$ cat config.mk
export PLATFORM = sky130hd
export DESIGN_NAME = lcm_from_gcd_8
export DESIGN_NICKNAME = d
export VERILOG_FILES = /design/src/rtl/gcd_pkg.sv /design/src/rtl/div_step_8.sv /design/src/rtl/lcm_from_gcd_8.sv
export SDC_FILE = /design/constraint.sdc
export NUM_CORES = 1
export LEC_CHECK = 0
export BUFFER_PORTS_ARGS = -buffer_cell sky130_fd_sc_hd__buf_2
export CORE_AREA = 8 8 123 125
export CTS_CLUSTER_DIAMETER = 50
export CTS_CLUSTER_SIZE = 20
export DETAILED_ROUTE_END_ITERATION = 8
export DIE_AREA = 0 0 131 133
export GPL_TIMING_DRIVEN = 1
export HOLD_SLACK_MARGIN = 0.02
export PLACE_DENSITY_LB_ADDON = 0.05
export SLEW_MARGIN = 5
export SYNTH_ARGS = -nofsm -noshare
export SYNTH_HDL_FRONTEND = slang
export SYNTH_SLANG_ARGS = --single-unit
$ cat constraint.sdc
create_clock -name clk -period 4.8 [get_ports clk]
set_input_delay 0.48 -clock clk [delete_from_list [all_inputs] [get_ports clk]]
set_output_delay 0.48 -clock clk [all_outputs]
set_load 0.02 [all_outputs]
$ cat src/rtl/gcd_pkg.sv
// Shared definitions for the gcd/lcm datapath: state encoding, widths and step counts.
package gcd_pkg;

    typedef enum logic [1:0] {
        ST_IDLE = 2'd0,
        ST_DIV  = 2'd1,
        ST_MUL  = 2'd2,
        ST_DONE = 2'd3
    } lcm_state_e;

    localparam int GCD_W       = 8;
    localparam int LCM_STEPS   = 8;
    localparam int LCM_LATENCY = 17;

endpackage

$ cat src/rtl/div_step_8.sv
// One combinational restoring-division step: shift in a dividend bit, subtract the divisor if it fits.
module div_step_8
    import gcd_pkg::*;
#(
    parameter int W = GCD_W
) (
    input  logic [W-1:0] rem_in,
    input  logic         dividend_bit,
    input  logic [W-1:0] divisor,
    output logic [W-1:0] rem_out,
    output logic         q_bit
);

    logic [W:0] trial;

    // The remainder is always below the divisor, so both outcomes fit back into W bits.
    always_comb begin
        trial   = {rem_in, dividend_bit};
        q_bit   = (trial >= {1'b0, divisor});
        rem_out = q_bit ? W'(trial - {1'b0, divisor}) : trial[W-1:0];
    end

endmodule

$ cat src/rtl/lcm_from_gcd_8.sv
// Sequential LCM = (a / gcd) * b using a restoring divider followed by a shift-add multiplier.
module lcm_from_gcd_8
    import gcd_pkg::*;
#(
    parameter int WIDTH = GCD_W
) (
    input  logic               clk,
    input  logic               rst_n,
    input  logic               in_valid,
    output logic               in_ready,
    input  logic [WIDTH-1:0]   a,
    input  logic [WIDTH-1:0]   b,
    input  logic [WIDTH-1:0]   gcd,
    output logic [2*WIDTH-1:0] lcm,
    output logic               out_valid,
    output logic               err
);

    localparam int CW = $clog2(LCM_STEPS);

    lcm_state_e         state_q, state_d;
    logic [WIDTH-1:0]   dvd_q, dvd_d;
    logic [2*WIDTH-1:0] mcand_q, mcand_d;
    logic [WIDTH-1:0]   gcd_q, gcd_d;
    logic [WIDTH-1:0]   rem_q, rem_d;
    logic [WIDTH-1:0]   quo_q, quo_d;
    logic [2*WIDTH-1:0] acc_q, acc_d;
    logic [CW-1:0]      cnt_q, cnt_d;
    logic [2*WIDTH-1:0] lcm_q, lcm_d;
    logic               err_q, err_d;
    logic               out_valid_q, out_valid_d;
    logic               in_ready_q, in_ready_d;

    logic [WIDTH-1:0]   step_rem;
    logic               step_qbit;
    logic               last_step;

    div_step_8 #(.W(WIDTH)) u_div_step (
        .rem_in       (rem_q),
        .dividend_bit (dvd_q[WIDTH-1]),
        .divisor      (gcd_q),
        .rem_out      (step_rem),
        .q_bit        (step_qbit)
    );

    assign last_step = (cnt_q == CW'(LCM_STEPS - 1));

    always_comb begin
        state_d = state_q;
        dvd_d   = dvd_q;
        mcand_d = mcand_q;
        gcd_d   = gcd_q;
        rem_d   = rem_q;
        quo_d   = quo_q;
        acc_d   = acc_q;
        cnt_d   = cnt_q;
        lcm_d   = lcm_q;
        err_d   = err_q;

        case (state_q)
            ST_IDLE: begin
                if (in_valid) begin
                    dvd_d   = a;
                    mcand_d = {{WIDTH{1'b0}}, b};
                    gcd_d   = gcd;
                    rem_d   = '0;
                    quo_d   = '0;
                    acc_d   = '0;
                    cnt_d   = '0;
                    if (a == '0 || b == '0) begin
                        state_d = ST_DONE;
                        lcm_d   = '0;
                        err_d   = 1'b0;
                    end else if (gcd == '0) begin
                        state_d = ST_DONE;
                        lcm_d   = '0;
                        err_d   = 1'b1;
                    end else begin
                        state_d = ST_DIV;
                    end
                end
            end
            ST_DIV: begin
                dvd_d = dvd_q << 1;
                rem_d = step_rem;
                quo_d = {quo_q[WIDTH-2:0], step_qbit};
                cnt_d = cnt_q + 1'b1;
                if (last_step) begin
                    cnt_d = '0;
                    acc_d = '0;
                    // A nonzero final remainder means the supplied gcd does not divide a.
                    if (step_rem != '0) begin
                        state_d = ST_DONE;
                        lcm_d   = '0;
                        err_d   = 1'b1;
                    end else begin
                        state_d = ST_MUL;
                    end
                end
            end
            ST_MUL: begin
                if (quo_q[0]) begin
                    acc_d = acc_q + mcand_q;
                end
                quo_d   = quo_q >> 1;
                mcand_d = mcand_q << 1;
                cnt_d   = cnt_q + 1'b1;
                if (last_step) begin
                    cnt_d   = '0;
                    state_d = ST_DONE;
                    lcm_d   = acc_d;
                    err_d   = 1'b0;
                end
            end
            ST_DONE: begin
                state_d = ST_IDLE;
            end
            default: begin
                state_d = ST_IDLE;
            end
        endcase

        out_valid_d = (state_d == ST_DONE);
        in_ready_d  = (state_d == ST_IDLE);
    end

    always_ff @(posedge clk or negedge rst_n) begin
        if (!rst_n) begin
            state_q     <= ST_IDLE;
            dvd_q       <= '0;
            mcand_q     <= '0;
            gcd_q       <= '0;
            rem_q       <= '0;
            quo_q       <= '0;
            acc_q       <= '0;
            cnt_q       <= '0;
            lcm_q       <= '0;
            err_q       <= 1'b0;
            out_valid_q <= 1'b0;
            in_ready_q  <= 1'b1;
        end else begin
            state_q     <= state_d;
            dvd_q       <= dvd_d;
            mcand_q     <= mcand_d;
            gcd_q       <= gcd_d;
            rem_q       <= rem_d;
            quo_q       <= quo_d;
            acc_q       <= acc_d;
            cnt_q       <= cnt_d;
            lcm_q       <= lcm_d;
            err_q       <= err_d;
            out_valid_q <= out_valid_d;
            in_ready_q  <= in_ready_d;
        end
    end

    assign lcm       = lcm_q;
    assign err       = err_q;
    assign out_valid = out_valid_q;
    assign in_ready  = in_ready_q;

endmodule

# ---- Yosys cells after proc, flatten, opt, wreduce, memory -nomap -nowiden
# Cells that the tools add are included.
dict set report word_totals {
  register_bits 88
  input_bits 27
  elab_cells 81
  out_inout_bits 19
}
dict set report op_classes {
  order_cmp 1
  reduce_logical 19
  n_addsub 3
  n_eq_ne 10
  mux 36
}
# operator n
set ops {}
lappend ops {{16-bit 2-to-1 mux} 10}
lappend ops {{16-bit one-hot mux with 3 select lines} 2}
lappend ops {{16-bit one-hot mux with 2 select lines} 1}
lappend ops {{8-bit one-hot mux with 2 select lines} 2}
lappend ops {{8-bit logical NOT} 3}
lappend ops {{8-bit 2-to-1 mux} 3}
lappend ops {{8-bit one-hot mux with 3 select lines} 1}
lappend ops {{16-bit adder} 1}
lappend ops {{2-bit 2-to-1 mux} 5}
lappend ops {{2-bit AND reduction} 5}
lappend ops {{9-bit by 8-bit greater-or-equal comparator with 1-bit output} 1}
lappend ops {{2-bit inequality test (second input constant)} 4}
lappend ops {{2-bit one-hot mux with 4 select lines} 1}
lappend ops {{8-bit nonzero test} 1}
lappend ops {{8-bit subtractor} 1}
lappend ops {{1-bit 2-to-1 mux} 7}
lappend ops {{2-bit == test (second input constant)} 3}
lappend ops {{3-bit 2-to-1 mux} 2}
lappend ops {{3-bit one-hot mux with 2 select lines} 1}
lappend ops {{6-bit AND reduction} 1}
lappend ops {{2-bit nonzero test} 3}
lappend ops {{2-bit logical NOT} 2}
lappend ops {{3-bit by 1-bit adder with 3-bit output (second input constant)} 1}
lappend ops {{3-bit == test (second input constant)} 1}
lappend ops {{7 further kinds} 7}

# ---- Longest topological paths before layout
dict set report depth {
  depth_word 7
  depth_mapped 12
  ltp_nobuf 11
}

# ---- Cells and area by module
# A second synthesis with hierarchy kept.
dict set report unflattened {
  hier_cells 521
  area_unflattened_um2 5185.0
}
# module instances area_per_inst_um2 seq_area_each_um2 cells_per_inst
set by_module_without_submodules {}
lappend by_module_without_submodules {lcm_from_gcd_8 1 4654.5 2203.4 456}
lappend by_module_without_submodules {div_step_8 1 530.5 0.0 65}

# ---- Worst setup path after synthesis
# OpenSTA, ideal clock, no wires.
dict set report synth_path {
  kind {register to register}
  from {register dvd_q[7]}
  to {register err_q, in the netlist err}
  slack_ns 1.616
  path_buffers 1
  stages_incl_launch_ff 13
  synth_period_minus_slack_ns 3.184
  t_arrival_ns 3.059
  setup_ns 0.125
  required_ns 4.675
  path_cell_list {dfrtp_1 > inv_1 > ha_1 > inv_1 > fa_1 > a211oi_2 > nor2_1 > xor2_1 > or4_1 > o41a_1 > o31ai_4 > buf_8 > mux2_4}
}
dict set report synth_via {
  elab_chain_cells 5
  word_cells_on_any_way 6
  classes_between {add/sub (1); order compare (1); eq/ne (1); mux (1); reduce/logical (2)}
}
# element line_no
set synth_rtl {}
lappend synth_rtl {{start: declaration} lcm_from_gcd_8.sv:22} ;# logic [WIDTH-1:0] dvd_q, dvd_d;
lappend synth_rtl {{start signal: assignment} lcm_from_gcd_8.sv:143} ;# dvd_q <= dvd_d;
lappend synth_rtl {{8-bit subtractor / 9-bit by 8-bit greater-or-equal comparator with 1-bit output (equally long branches)} {div_step_8.sv:20, div_step_8.sv:19}}
lappend synth_rtl {{8-bit 2-to-1 mux (*)} div_step_8.sv:20} ;# rem_out = q_bit ? W'(trial - {1'b0, divisor}) : trial[W-1:0];
lappend synth_rtl {{8-bit nonzero test (*)} lcm_from_gcd_8.sv:92} ;# if (step_rem != '0) begin
lappend synth_rtl {{2-bit inequality test (no line) (*)} n/a}
lappend synth_rtl {{6-bit AND reduction (no line) (*)} n/a}
lappend synth_rtl {{end signal: assignment} lcm_from_gcd_8.sv:151} ;# err_q <= err_d;
lappend synth_rtl {{end: declaration} lcm_from_gcd_8.sv:30} ;# logic err_q, err_d;
# Every way passes the cells marked *; elsewhere a longest branch is shown, timed or not.
# A chain may end at the register's enable or synchronous reset.

# ---- Worst setup path after layout
dict set report layout_path {
  from {register dvd_q[7]}
  to {register lcm_q[11], in the netlist lcm[11]}
}
dict set report layout_via {
  elab_chain_cells 5
  word_cells_on_any_way 6
  classes_between {add/sub (1); order compare (1); eq/ne (1); mux (1); reduce/logical (2)}
}
# element line_no
set layout_rtl {}
lappend layout_rtl {{8-bit subtractor / 9-bit by 8-bit greater-or-equal comparator with 1-bit output (equally long branches)} {div_step_8.sv:20, div_step_8.sv:19}}
lappend layout_rtl {{8-bit 2-to-1 mux (*)} div_step_8.sv:20}
lappend layout_rtl {{8-bit nonzero test (*)} lcm_from_gcd_8.sv:92}
lappend layout_rtl {{2-bit inequality test (no line) (*)} n/a}
lappend layout_rtl {{6-bit AND reduction (no line) (*)} n/a}
lappend layout_rtl {{end signal: assignment} lcm_from_gcd_8.sv:150} ;# lcm_q <= lcm_d;
lappend layout_rtl {{end: declaration} lcm_from_gcd_8.sv:29} ;# logic [2*WIDTH-1:0] lcm_q, lcm_d;
# Marks and branches as above.

==> results.tsv <==
metric	value	unit
cpMaxStageDelayCell	o31ai_4	
port_buffers	45	
top_layer_used	met4	
die_w	131	µm
post_cts_resized	0	
syn_area_per_cell	9.488	µm²
initial_utilization	39.66	%
cts_hold_buf	0	
finalSetupTns	0	ns
synth_edf_count	0	
routabilityCongestion	0.8142	
final_nets	646	
maxCapViolCount	0	
cp_data_required_time	5.03	ns
worst_setup_path_end_kind	flip-flop	
dr.pass1.iters	4	
irDropWorstVdd	277.4	µV
min_path_type	primary input to asynchronous set/reset pin	
drtAntennaViolNets	0	
seq_power_share	30.5	%
slew_headroom	24.94	%
path_clk_slew	0.06	ns
drt_iter0_markers	230	
clk_path_buf_depth	2	
grt_pass1_wl	21.52	mm
dieArea	17420	µm²
powerDensity	621.2	nW/µm²
core_area	13090	µm²
netlist_instances	547	
syn_nets	605	
insertion_delay	0.35	ns
path_cells	inv_1 -> ha_1 -> inv_1 -> fa_1 -> a211oi_2 -> nor2_1 -> xor2_1 -> or4_1 -> o41a_1 -> o31ai_4 -> mux2_2	
max_stage_delay	0.91	ns
antenna_found_initial	0	
track_usage	15.83	%
synth-main-ff-cell	dfrtp_1	
comb_power_share	50.0	%
final_max_slew_viol_count	0	
r2r_start	dvd_q[7]	
max_freq	261.4	MHz
post-route-period-util	79.69	%
num_vias	4183	
post-cts-setup-buffers	0	
p_clk_share	19.5	%
ff2ff_setup_slack	0.98	ns
p_switching	1.536	mW
cts_tree	built	
dp_cells	753	
cts-root-buf	clkbuf_16	
clock_skew	0.006050	ns
seq_area_frac_synth	42.45	%
viasPerCell	5.440	
htree_levels	3	
worstPathMaxFanout	17	
pin_count	46	
drc	0	
status	completed	
place_ws	0.9196	ns
hold_viol_final	0	
globalRouteOverflowTotal	0	
drive_gt1_share	15.01	%
yosysWarnings	0	
period_needed	3.825	ns
grt_pass1_vias	4254	
syn_to_final_growth	13.69	%
grt_max_degree	47	
criticalPathCategory	flip-flop to flip-flop	
cpMostUsedCell	inv_1	
dp_hpwl	9.378	mm
worstMarginPinSlew	1.126	ns
finalSetupViolCount	0	
wl_per_cell	16.77	µm
drt-total-wl	12.90	mm
routedLengthMet1	5.850	mm
insertedDiodeCount	0	
synth-seq-cells	88	
swShare	41.91	%
cts_buffers	9	
route.met3.wl	532	µm
rsz0062_at_grt	false	
async_flop_share	100.0	%
synth.cell_area	5190	µm²
p_int	2.129	mW
die_h	133	µm
fin_ws	0.9750	ns
wl_met2	6.277	mm
power.leakage	2.819	nW
row_count	42	
startpoint_type	flip-flop	
fin_cells	769	
synth_cell_types	61	
clkSinkCount	88	
startpoint	dvd_q[7]	
crit_arrival	4.06	ns
[power groups by stage]
stage	logic (mW)	registers [mW]	clock network, mW
2_1_floorplan	1.44	1.08	0
3_3_place_gp	1.81	1.13	0
3_5_place_dp	1.85	1.13	0
4_1_cts	1.86	1.12	0.738
5_1_grt	2.07	1.14	0.771
6_report	1.83	1.12	0.716
[sequential cells by signal, summed over array words and instances (netlist names)]
name       count
acc_q         16
cnt_q          3
dvd_q          8
err            1
gcd_q          8
in_ready       1
lcm           16
mcand_q       16
out_valid      1
quo_q          8
rem_q          8
state_q        2
[cell usage after synthesis (13+ instances only)]
cell,instances,area [µm²]
dfrtp_1,87,2177
nand2_1,70,262.8
o21ai_0,53,265.3
nor2_1,30,112.6
ha_1,29,362.9
inv_1,27,101.4
mux2i_1,24,240.2
a21oi_1,22,110.1
clkbuf_1,21,78.83
a22o_1,15,131.4
o22ai_1,14,87.58
nand3_1,13,65.06
[final timing paths]
check / end / cells past startpoint
max: lcm[11] / 11
min: lcm[14] / 1
max reg2reg: lcm[11] / 11
min reg2reg: dvd_q[6] / 2
max in group asynchronous: acc_q[15] / 2
min in group clk: gcd_q[7] / 3
[through the flow]
stage	util, %	power, mW	hold slack (ns)	cell area [µm²]
floorplan	-	2.518	0.1844	5190
global placement	42.80	2.937	0.4668	5600
detailed placement	42.80	2.974	0.4771	5600
CTS	45.09	3.710	0.1443	5901
global route	45.09	3.983	0.1671	5901
finish	45.09	3.665	0.1269	5901
[placed cells by master (no fill, tap or decap), drive strengths merged, types with 6 or more instances in the layout]
cell    instances
a22o           15
o22ai          14
a22oi           9
clkbuf         13
a21o            8
nor2           30
xnor2           6
mux2           14
dfrtp          87
nand2b          7
a21oi          22
nand2          70
nor2b           6
ha             29
mux2i          24
o21ai          55
buf            53
nand3          13
inv            27
nor4            8
[routing by layer]
metal | global-route usage (%) | vias to the layer above
met3 | 3.937 | 19
li1 | - | 2087
met4 | 6.190 | 0
met2 | 25.76 | 64
met5 | 0 | -
met1 | 19.50 | 2013
[final cells by class]
class                      instances  area, µm²
timing repair buffer              53      287.8
inverter                          28      105.1
clock inverter                     3      40.04
fill                            1273       7184
clock buffer                      13      260.3
sequential                        88       2203
multi-input combinational        408       2784
tap                              176      220.2
[cell families (layout without fill, tap and decap cells)]
group,Yosys count,after routing,synth area share (%)
flip-flops,88,88,42.45
buffers and inverters,51,97,3.905
AO/OA/AOI/OAI,162,162,21.05
AND/OR/NAND/NOR,167,167,15.26
XOR/XNOR,10,10,1.687
multiplexers,38,38,7.883
adder cells (fa/ha/maj),31,31,7.763
[worst max-delay path, delay by kind of cell, from the launching register on]
family,cells,cell delay [ns]
AOI/OAI and AO/OA,3,1.54
adders and majority gates,2,0.58
and+or+nand+nor,2,0.49
muxes,1,0.42
DFF,1,0.40
xor gates and xnor gates,1,0.16
buffers and inverters,2,0.11
(Power assumes the default switching activity.)
